**src/rtl/store_pkg.sv**
```systemverilog
// Shared definitions for the store queue: MIPS store opcodes and the queued entry layout.
package store_pkg;

    localparam logic [2:0] OP_SB  = 3'b000;
    localparam logic [2:0] OP_SH  = 3'b001;
    localparam logic [2:0] OP_SWL = 3'b010;
    localparam logic [2:0] OP_SW  = 3'b011;
    localparam logic [2:0] OP_SWR = 3'b110;

    typedef struct packed {
        logic [29:0] addr_word;
        logic [31:0] data;
        logic [3:0]  be;
    } store_entry_t;

    function automatic logic [7:0] rt_byte(input logic [31:0] rt, input logic [1:0] idx);
        return rt[{idx, 3'b000} +: 8];
    endfunction

endpackage

```
**src/rtl/store_lane_format.sv**
```systemverilog
// Combinational byte-lane steering for SB/SH/SW/SWL/SWR; flags misaligned or unknown stores.
module store_lane_format
    import store_pkg::*;
#(
    parameter bit BIG_ENDIAN = 1'b1
) (
    input  logic [2:0]  op,
    input  logic [1:0]  offset,
    input  logic [31:0] rt,
    output logic [31:0] data,
    output logic [3:0]  be,
    output logic        illegal
);

    logic [1:0] lane;
    logic [1:0] src;
    logic       en;

    always_comb begin
        data    = '0;
        be      = '0;
        lane    = '0;
        src     = '0;
        en      = 1'b0;
        case (op)
            OP_SB:          illegal = 1'b0;
            OP_SH:          illegal = offset[0];
            OP_SW:          illegal = (offset != 2'd0);
            OP_SWL, OP_SWR: illegal = !BIG_ENDIAN;
            default:        illegal = 1'b1;
        endcase
        // Per lane: decide whether it is written and which rt byte feeds it.
        for (int j = 0; j < 4; j++) begin
            lane = 2'(j);
            en   = 1'b0;
            src  = 2'd0;
            case (op)
                OP_SB: begin
                    en  = (lane == offset);
                    src = 2'd0;
                end
                OP_SH: begin
                    en  = (lane == offset) || (lane == 2'(offset + 2'd1));
                    src = ((lane == offset) == BIG_ENDIAN) ? 2'd1 : 2'd0;
                end
                OP_SW: begin
                    en  = 1'b1;
                    src = BIG_ENDIAN ? ~lane : lane;
                end
                OP_SWL: begin
                    en  = (lane >= offset);
                    src = 2'(offset + ~lane);
                end
                OP_SWR: begin
                    en  = (lane <= offset);
                    src = 2'(offset - lane);
                end
                default: en = 1'b0;
            endcase
            if (en && !illegal) begin
                be[j]          = 1'b1;
                data[8*j +: 8] = rt_byte(rt, src);
            end
        end
    end

endmodule

```
**src/rtl/store_queue.sv**
```systemverilog
// FIFO of formatted stores draining to an Avalon-MM write master; no empty-queue bypass.
module store_queue
    import store_pkg::*;
#(
    parameter int DEPTH      = 4,
    parameter bit BIG_ENDIAN = 1'b1
) (
    input  logic                       clk,
    input  logic                       reset_n,
    input  logic                       req_valid,
    output logic                       req_ready,
    input  logic [2:0]                 req_op,
    input  logic [31:0]                req_addr,
    input  logic [31:0]                req_data,
    output logic [31:0]                avm_address,
    output logic                       avm_write,
    output logic [31:0]                avm_writedata,
    output logic [3:0]                 avm_byteenable,
    input  logic                       avm_waitrequest,
    output logic                       empty,
    output logic                       full,
    output logic [$clog2(DEPTH+1)-1:0] count,
    output logic                       err
);

    localparam int PW = $clog2(DEPTH);
    localparam int CW = $clog2(DEPTH + 1);

    store_entry_t  mem [DEPTH];
    store_entry_t  head;
    logic [PW-1:0] wr_ptr, rd_ptr;
    logic [CW-1:0] cnt_nxt;
    logic [31:0]   fmt_data;
    logic [3:0]    fmt_be;
    logic          illegal;
    logic          enq, deq;

    store_lane_format #(.BIG_ENDIAN(BIG_ENDIAN)) u_fmt (
        .op      (req_op),
        .offset  (req_addr[1:0]),
        .rt      (req_data),
        .data    (fmt_data),
        .be      (fmt_be),
        .illegal (illegal)
    );

    // full is registered, so a dequeue in the same cycle never opens a slot early.
    assign req_ready = !full;
    assign enq       = req_valid && !full && !illegal;
    assign deq       = !empty && !avm_waitrequest;

    always_comb begin
        cnt_nxt = count;
        case ({enq, deq})
            2'b10:   cnt_nxt = count + CW'(1);
            2'b01:   cnt_nxt = count - CW'(1);
            default: cnt_nxt = count;
        endcase
    end

    always_ff @(posedge clk or negedge reset_n) begin
        if (!reset_n) begin
            wr_ptr <= '0;
            rd_ptr <= '0;
            count  <= '0;
            empty  <= 1'b1;
            full   <= 1'b0;
            err    <= 1'b0;
        end else begin
            if (enq) wr_ptr <= wr_ptr + PW'(1);
            if (deq) rd_ptr <= rd_ptr + PW'(1);
            count <= cnt_nxt;
            empty <= (cnt_nxt == '0);
            full  <= (cnt_nxt == CW'(DEPTH));
            err   <= req_valid && !full && illegal;
        end
    end

    always_ff @(posedge clk) begin
        if (enq) mem[wr_ptr] <= {req_addr[31:2], fmt_data, fmt_be};
    end

    // Bus fields are zeroed while empty so stale storage never shows on the bus.
    assign head           = mem[rd_ptr];
    assign avm_write      = !empty;
    assign avm_address    = empty ? '0 : {head.addr_word, 2'b00};
    assign avm_writedata  = empty ? '0 : head.data;
    assign avm_byteenable = empty ? '0 : head.be;

endmodule
```
**config.mk**
```make
export PLATFORM = sky130hd
export DESIGN_NAME = store_queue
export DESIGN_NICKNAME = d
export VERILOG_FILES = /design/src/rtl/store_pkg.sv /design/src/rtl/store_lane_format.sv /design/src/rtl/store_queue.sv
export SDC_FILE = /design/constraint.sdc
export NUM_CORES = 1
export LEC_CHECK = 0
export BUFFER_PORTS_ARGS = -buffer_cell sky130_fd_sc_hd__buf_2
export CAP_MARGIN = 20
export CORE_ASPECT_RATIO = 0.9
export CORE_MARGIN = 2
export CORE_UTILIZATION = 30
export DETAILED_ROUTE_END_ITERATION = 10
export HOLD_SLACK_MARGIN = 0.03
export PLACE_DENSITY = 0.56
export SETUP_SLACK_MARGIN = 0.2
export SKIP_LAST_GASP = 1
export SYNTH_ARGS = -nofsm -noshare
export SYNTH_HDL_FRONTEND = slang
export SYNTH_SLANG_ARGS = --single-unit
```
**constraint.sdc**
```tcl
create_clock -name clk -period 3.25 [get_ports clk]
set_input_delay 0.65 -clock clk [delete_from_list [all_inputs] [get_ports clk]]
set_output_delay 0.65 -clock clk [all_outputs]
set_load 0.1 [all_outputs]
```
=== Word level (Yosys, flattened, before mapping) ===
Memories as Yosys holds them, arrays and structs flattened.
Cells that the tools add are included.

* Add/subtract/negate cells: 10
* Order comparisons: 8
* Equality and inequality tests: 13
* Shift-type cells: 4
* Muxes and demuxes: 27
* Reduce and logical (&&, ||, !) cells: 22

{| class="wikitable"
|+ Operator list
! cell !! count
|-
| 32-bit by 6-bit indexed part select with 8-bit output || 4
|-
| 32-bit 2-to-1 mux || 2
|-
| 8-bit 2-to-1 mux || 4
|-
| 2-bit case mux with 4 select lines || 3
|-
| 1-bit case mux with 5 select lines || 4
|-
| 1-bit 2-to-1 mux || 10
|-
| 2-bit == test (first input constant) || 4
|-
| 1-bit logical AND || 8
|-
| 2-bit by 1-bit adder with 2-bit output (second input constant) || 3
|-
| 3-bit by 2-bit == test with 1-bit output (second input constant) || 2
|-
| 3-bit == test (second input constant) || 2
|-
| 3-bit logical NOT || 2
|-
| 2-bit case mux with 3 select lines || 1
|-
| 3-bit case mux with 2 select lines || 1
|-
| 2-bit adder (second input constant) || 2
|-
| 1-bit by 2-bit == test with 1-bit output (first input constant) || 2
|-
| 1-bit by 2-bit >= comparator with 1-bit output (first input constant) || 2
|-
| 2-bit >= comparator (first input constant) || 2
|-
| 1-bit by 2-bit less-or-equal comparator with 1-bit output (first input constant) || 2
|-
| 2-bit less-or-equal comparator (first input constant) || 2
|-
| 1-bit logical NOT || 4
|-
| 2-bit logical NOT || 2
|-
| 1-bit logical OR || 4
|-
| 4-bit 2-to-1 mux || 1
|-
| other kinds (10) || 11
|}

* Register bits after elaboration: 10
* Bits in writable memories: 264
* Output and inout bits: 76
* Word-level logic and storage cells: 91
* Memories kept: 1

{| class="wikitable"
|+ Memories
! name !! depth !! width !! read ports !! clocked after Yosys merged registers in !! wr ports !! line !! text
|-
| mem || 4 || 66 || 1 || 0 || 1 || store_queue.sv:29 || <nowiki>store_entry_t mem [DEPTH];</nowiki>
|}

=== Depth between registers and ports, before layout ===
Gate-level depths: netlist of the first run.

* Word-level depth: 8
* Mapped depth: 8

=== Hierarchy ===
From an unflattened synthesis of the first run, not the netlist that was laid out.

* Cells, all modules: 631
* Area total of the unflattened synthesis: 12090.3 µm²

{| class="wikitable"
|+ Modules (own cells, without submodules)
! module !! instances !! cells each !! area an instance (µm²) !! seq. area each (µm²)
|-
| store_queue || 1 || 469 || 10533.9 || 8179.1
|-
| store_lane_format || 1 || 162 || 1556.5 || 0.0
|}

=== Least setup slack after synthesis of the first run ===
Ideal clock, no wire load.

* Path kind: register to register
* From: register full
* To: memory mem[0][0] in the netlist's numbering (enable)
* Library setup time: 0.431 ns
* Arrival: 3.563 ns
* Required time: 2.819 ns
* Setup slack: -0.745 ns
* Cell stages (with the launch flop): 4
* Buffers on the path: 0
* Period minus slack after synthesis: 3.995 ns
* Path through: dfrtp_1 inv_1 o2111a_2 and3_1

* Longest elaborated chain between the ends: 5

{| class="wikitable"
|+ Ends and longest elaborated chain
! item !! line !! text
|-
| from (decl) || store_queue.sv:21 || <nowiki>output logic full,</nowiki>
|-
| from (signal assigned) || store_queue.sv:74 || <nowiki>full <= (cnt_nxt == CW'(DEPTH));</nowiki>
|-
| 1-bit logical NOT || - ||
|-
| net req_ready || store_queue.sv:11 || <nowiki>output logic req_ready,</nowiki>
|-
| 1-bit logical AND (2 in a row) || store_queue.sv:49 || <nowiki>assign enq = req_valid && !full && !illegal;</nowiki>
|-
| 1-bit 2-to-1 mux || store_queue.sv:80 || <nowiki>if (enq) mem[wr_ptr] <= {req_addr[31:2], fmt_data, fmt_be};</nowiki>
|-
| 1-bit 2-to-1 mux (implied by the code) || store_queue.sv:80 ||
|-
| to (decl) || store_queue.sv:29 ||
|}

The timed path passes the listed nets, and every way through them passes these cells.

=== Worst setup path after layout of the first run ===
* From: register rd_ptr[0]
* To: output avm_writedata[21]

* Longest elaborated chain between the ends: 2

{| class="wikitable"
|+ Ends and longest elaborated chain
! item !! line !! text
|-
| from (decl) || store_queue.sv:31 || <nowiki>logic [PW-1:0] wr_ptr, rd_ptr;</nowiki>
|-
| from (signal assigned) || store_queue.sv:71 || <nowiki>if (deq) rd_ptr <= rd_ptr + PW'(1);</nowiki>
|-
| memory read 4 x 66 bit || - ||
|-
| 32-bit 2-to-1 mux || store_queue.sv:87 || <nowiki>assign avm_writedata = empty ? '0 : head.data;</nowiki>
|-
| to (decl) || store_queue.sv:17 || <nowiki>output logic [31:0] avm_writedata,</nowiki>
|}

No other way between the ends.

==> results of run 1 <==
==> through the flow <==
stage,hold slack (ns),std cells,worst slack [ns],cell area [um^2],util (%)
2_1_floorplan,0.3544,608,0.4148,11980,-
3_3_place_gp,0.5261,1275,0.3813,13610,34.57
3_5_place_dp,0.5283,1275,0.3652,13610,34.57
4_1_cts,0.2770,1335,0.1991,14560,36.99
5_1_grt,0.2979,1335,0.1705,14660,37.24
6_report,0.3118,1336,0.2538,14660,37.25
==> worst min path at each step <==
stage	start	to	slack (ns)
after floorplan	reset_n	count[0]$_DFF_PN0_	0.35
after global placement	reset_n	err$_DFF_PN0_	0.53
after detailed placement	reset_n	err$_DFF_PN0_	0.53
after CTS	req_addr[14]	mem[0][48]$_DFFE_PP_	0.28
after global routing	req_addr[7]	mem[0][41]$_DFFE_PP_	0.30
final	req_addr[14]	mem[0][48]$_DFFE_PP_	0.31
==> final cells by class <==
| type | count | area (um^2) | share of cell area (%) |
|---|---|---|---|
| inverter | 10 | 41.29 | 0.2816 |
| tap | 532 | 665.6 | 4.539 |
| clock buffer | 33 | 783.3 | 5.341 |
| timing repair buffer | 176 | 1299 | 8.857 |
| antenna | 1 | 2.502 | 0.01706 |
| sequential | 274 | 8188 | 55.84 |
| clock inverter | 22 | 117.6 | 0.8020 |
| multi-input combinational | 288 | 3567 | 24.33 |
==> worst max-delay path: stages (launching register included) <==
cell and delay (ns):
dfrtp_4 0.54, buf_16 0.24, mux4_2 0.53, and2_1 0.17, clkbuf_4 0.28
==> kinds of logic (layout without fill, tap and decap cells) <==
kind of cell | Yosys count | count (layout)
compound gates | 33 | 33
flops | 274 | 274
other cells | 1 | 3
fa+ha+maj | 9 | 9
mux | 101 | 101
xor+xnor | 5 | 5
simple gates | 138 | 138
buf+inv | 46 | 241
==> synthesized netlist by cell type (2+ instances only) <==
master      n  area, um^2
a21o_1      2       15.01
a21oi_1     6       30.03
a22oi_2     4       50.05
and2_1    102       638.1
and3_1      4       25.02
buf_1       3       11.26
buf_2      11       55.05
buf_4       5       37.54
buf_6       5       56.30
clkbuf_1   12       45.04
dfrtp_1     9       225.2
edfxtp_1  264        7928
ha_1        8       100.1
inv_1      10       37.54
mux2i_1     2       20.02
mux4_1      5       131.4
mux4_2     93        2095
nand2_1     8       30.03
nand2b_1    3       18.77
nor2_1      8       30.03
nor2b_1     3       18.77
nor3_1      3       15.01
o21a_1      2       15.01
o21ai_0     3       15.01
o21ai_4     2       32.53
o22ai_1     2       12.51
xnor2_1     3       26.28
xor2_1      2       17.52
==> layer usage <==
metal	vias up	share of wire, %	track usage [%]	wire, um
met4	0	2.1	2.932	584
li1	2802	-	-	-
met1	3303	47	19.74	13280
met3	44	5.7	2.846	1616
met2	212	45	20.85	12760
met5	-	0	0	0
==> flip-flops by register name, indices dropped and copies added, names as in the netlist <==
name,cells
err,1
mem,264
wr_ptr,2
full,1
count,3
rd_ptr,2
empty,1
==> timing repair <==
item,4_1_cts,5_1_grt
hold buffers,1,0
endpoints found under the hold margin,9,0
endpoints found under the setup margin,58,36
pin swaps,0,0
buffers inserted,4,0
gates resized for setup,2,37
==> impl_metrics.py, run 1 <==
metrics = {
    "run_status": {
        "status": "finished clean",
    },
    "place": {
        "place_hpwl_um": 18900,
        "io_buffers": 144,
        "gp_congestion": 0.8382,
    },
    "clock_network": {
        "cts-root-buf": "clkbuf_16",
        "tritoncts": "built",
        "htreeDepth": 1,
        "clock-sinks": 274,
        "clkLatencyLatePin_ns": 0.55,
        "numCtsBuffers": 31,
        "clockBufferDepth": 3,
        "clkSlewWorstSetupHoldPaths_ns": 0.06,
    },
    "synth": {
        "syn_inst": 607,
        "ys_async_sr_fraction_pct": 3.650,
        "synth-compound-area-share_pct": 2.342,
        "synth_top_family_by_area": "multiplexers",
        "synth-adder-area-share_pct": 1.004,
        "synth_warnings": 0,
        "synth_flop_cell": "edfxtp_1",
        "yosysSeqAreaShare_pct": 68.36,
        "muxShareOfSynthArea_pct": 18.86,
        "syn_area_um2": 11970,
        "synth_area_per_cell_um2": 19.71,
        "yosys.area_share.xor_xnor_pct": 0.3660,
        "synth.distinct_cells": 51,
        "synth_edf_count": 264,
        "synthSimpleGateAreaFrac_pct": 7.006,
        "synth-seq-cells": 274,
    },
    "die": {
        "initial_core_util_pct": 30.39,
        "die_h_um": 193.5,
        "core-area_um2": 39370,
        "row_count": 69,
        "die_w_um": 214.5,
        "dieArea_um2": 41500,
        "num_io_pins": 147,
    },
    "drt": {
        "vias": 6361,
        "drtPass1Iterations": 4,
        "drc": 0,
        "drt-initial-drc-count": 366,
        "drt-wirelength-per-cell_um": 21.14,
        "drt-total-wl_um": 28240,
        "ant_nets": 0,
        "viasPerCell": 4.761,
    },
    "setup_path": {
        "required_ns": 2.60,
        "endpoint": "avm_writedata[21]",
        "worst-setup-path-type": "register to output port",
        "r2r_slack_ns": 1.17,
        "end_kind": "output port",
        "cp-startpoint": "rd_ptr[0]$_DFFE_PN0P_",
        "r2r_end": "empty$_DFF_PN1_",
        "cp_max_fo": 21,
        "r2r_start": "full$_DFF_PN0_",
        "cp-start-kind": "register",
        "arrival_ns": 2.35,
        "ff2ff_path_depth": 7,
    },
    "min_path": {
        "hold_depth": 1,
        "hp-class": "primary input to register",
    },
    "sta": {
        "fmax_ghz": 0.3338,
        "rsz0062_at_grt": "true",
        "period_needed_ns": 2.996,
        "skew_ns": 0.006961,
        "drv_slew": 0,
        "max_slew.worst_pin.slew_ns": 0.6274,
        "setup_violations": 0,
        "tns_ns": 0,
        "hold_viol_final": 0,
        "max_slew_margin_pct": 58.11,
        "period_share_pct": 92.19,
    },
    "cells_and_area": {
        "area_growth_pct": 22.56,
        "drive_gt1_share_pct": 42.09,
        "nets": 861,
        "final_cell_mix": "edfxtp_1, buf_2, and2_1, mux4_2, clkbuf_4",
        "fillers": 3737,
        "final_common_cell": "edfxtp_1",
    },
    "run": {
        "maxCapViolations": 0,
    },
    "global_routing": {
        "grt_pass1_vias": 6758,
        "grt_antenna_before_repair": 1,
        "grt_max_degree": 28,
        "grt_usage_pct": 13.52,
        "grt_pass1_wl_um": 42790,
        "grt.overflow.total": 0,
    },
}
Power of run 1 is not shown: default switching activity piles up to over one toggle a cycle in this logic, so the estimate is an artifact.
==> run 2, diff against run 1 <==
- clock period: 3.25 -> 3.7 ns (I/O delays scaled with it)
==> run 2 against run 1 <==
Effect of this change: via count did not move; sequential cell count did not move; clock skew rose by 0.022 ns; first-iteration DRC count rose by 33%; die area did not move; critical endpoint is now avm_writedata[19]; highest routed layer is now met5; non-clock buffer count fell by 11; utilization fell by 0.35 points.
==> impl_metrics.py, run 2 (same netlist as run 1, synthesis figures left out) <==
metrics = {
    "setup_path": {
        "arrival_ns": 2.53,
        "cp_slowest_cell": "dfrtp_4",
        "worst-setup-path-type": "register to output port",
        "cp-startpoint": "rd_ptr[0]$_DFFE_PN0P_",
        "critPathMaxStageDelay_ns": 0.63,
        "cp-start-kind": "register",
        "crit_chain": "buf_12 > mux4_2 > and2_1 > buf_2",
        "end_kind": "output port",
        "r2r_start": "full$_DFF_PN0_",
        "required_ns": 2.96,
        "r2r_slack_ns": 1.55,
        "cp_max_fo": 23,
    },
    "cells_and_area": {
        "final_cell_mix": "edfxtp_1, buf_2, and2_1, mux4_2, clkbuf_16",
        "postLayoutCoreUtil_pct": 36.90,
        "area_growth_pct": 21.41,
        "diodes": 0,
        "top_regs": "mem x264, count x3",
        "largest_reg_flops": 264,
        "drive_gt1_share_pct": 40.81,
        "final_common_cell": "edfxtp_1",
        "regMostFlops": "mem",
        "final_cell_count_no_fill": 1326,
        "fillers": 3727,
        "nets": 850,
    },
    "drt": {
        "viasPerCell": 4.797,
        "drt-wirelength-per-cell_um": 21.17,
        "drt-total-wl_um": 28070,
        "ant_nets": 0,
        "drt-initial-drc-count": 486,
        "drc": 0,
        "drtPass1Iterations": 5,
        "vias": 6361,
    },
    "clock_network": {
        "htreeDepth": 1,
        "cts-root-buf": "clkbuf_16",
        "clkSlewWorstSetupHoldPaths_ns": 0.06,
        "cts_resized": 0,
        "numCtsBuffers": 31,
        "clockBufferDepth": 3,
        "clock-sinks": 274,
        "tritoncts": "built",
        "clkLatencyLatePin_ns": 0.57,
    },
    "min_path": {
        "hp-start": "req_addr[3]",
        "hp-class": "primary input to register",
    },
    "die": {
        "dieArea_um2": 41500,
        "row_count": 69,
        "core-area_um2": 39370,
        "initial_core_util_pct": 30.39,
        "num_io_pins": 147,
        "die_w_um": 214.5,
        "die_h_um": 193.5,
    },
    "global_routing": {
        "grt_pass1_vias": 6772,
        "met3_usage_pct": 3.506,
        "grt_usage_pct": 13.50,
        "grt_use_met2_pct": 20.84,
        "grt_use_met1_pct": 19.36,
        "grt_pass1_wl_um": 42300,
        "grt.overflow.total": 0,
        "grt.busiest_layer": "met2",
        "grt_antenna_before_repair": 1,
        "grt_max_degree": 68,
    },
    "place": {
        "gp_congestion": 0.8633,
        "placed_cells": 1267,
        "io_buffers": 144,
        "place_hpwl_um": 18460,
        "place_ws_ns": 0.6575,
    },
    "sta": {
        "fmax_ghz": 0.3054,
        "drv_slew": 0,
        "period_share_pct": 88.50,
        "setup_violations": 0,
        "layout_setup_ws_ns": 0.4257,
        "period_needed_ns": 3.274,
        "max_slew_margin_pct": 56.70,
        "max_slew.worst_pin.slew_ns": 0.6494,
        "tns_ns": 0,
        "skew_ns": 0.02895,
        "rsz0062_at_grt": "false",
        "hold_viol_final": 0,
    },
    "run_status": {
        "status": "finished clean",
    },
    "run": {
        "maxCapViolations": 0,
    },
}
run 2: routing by layer:
metal / part of all wire [%] / routed length [um]
met1: 45 / 12740
met2: 45 / 12680
met4: 2.0 / 560
met3: 7.4 / 2074
met5: 0.046 / 13
run 2: repair_timing:
item / 4_1_cts / 5_1_grt
endpoints found under the hold margin: 9 / 0
hold buffers: 1 / 0
endpoints found under the setup margin: 1 / 0
buffers inserted: 1 / 0
run 2: worst max-delay path: cells and delay by family (launching register included):
family / cells / cell delay, ns
flops: 1 / 0.63
mux: 1 / 0.56
buf+inv: 2 / 0.57
simple gates: 1 / 0.18
run 2: final timing paths:
path,depth (start not counted),to
setup / recovery,4,avm_writedata[19]
hold / removal,1,mem[0][37]$_DFFE_PP_
setup reg to reg,7,empty$_DFF_PN1_
hold reg to reg,3,err$_DFF_PN0_
max in group asynchronous,2,empty$_DFF_PN1_
min in group asynchronous,2,count[2]$_DFF_PN0_
run 2: layout make-up:
class                   instances  area (um^2)  area share (%)
clock buffers                  36        794.5           5.469
multi-input cells             288         3567           24.56
flip-flops and latches        274         8187           56.36
well taps                     532        665.6           4.582
inverters                      10        37.54          0.2584
repair buffers                165         1013           6.977
clock inverters                21        261.5           1.800
run 2: through the flow:
step,hold WS [ns],instance area [um^2]
floorplan,0.4444,11970
global placement,0.5336,13430
detailed placement,0.5373,13430
CTS,0.3566,14530
global route,0.3658,14530
finish,0.3836,14530
Power of run 2 is left out for the same reason.
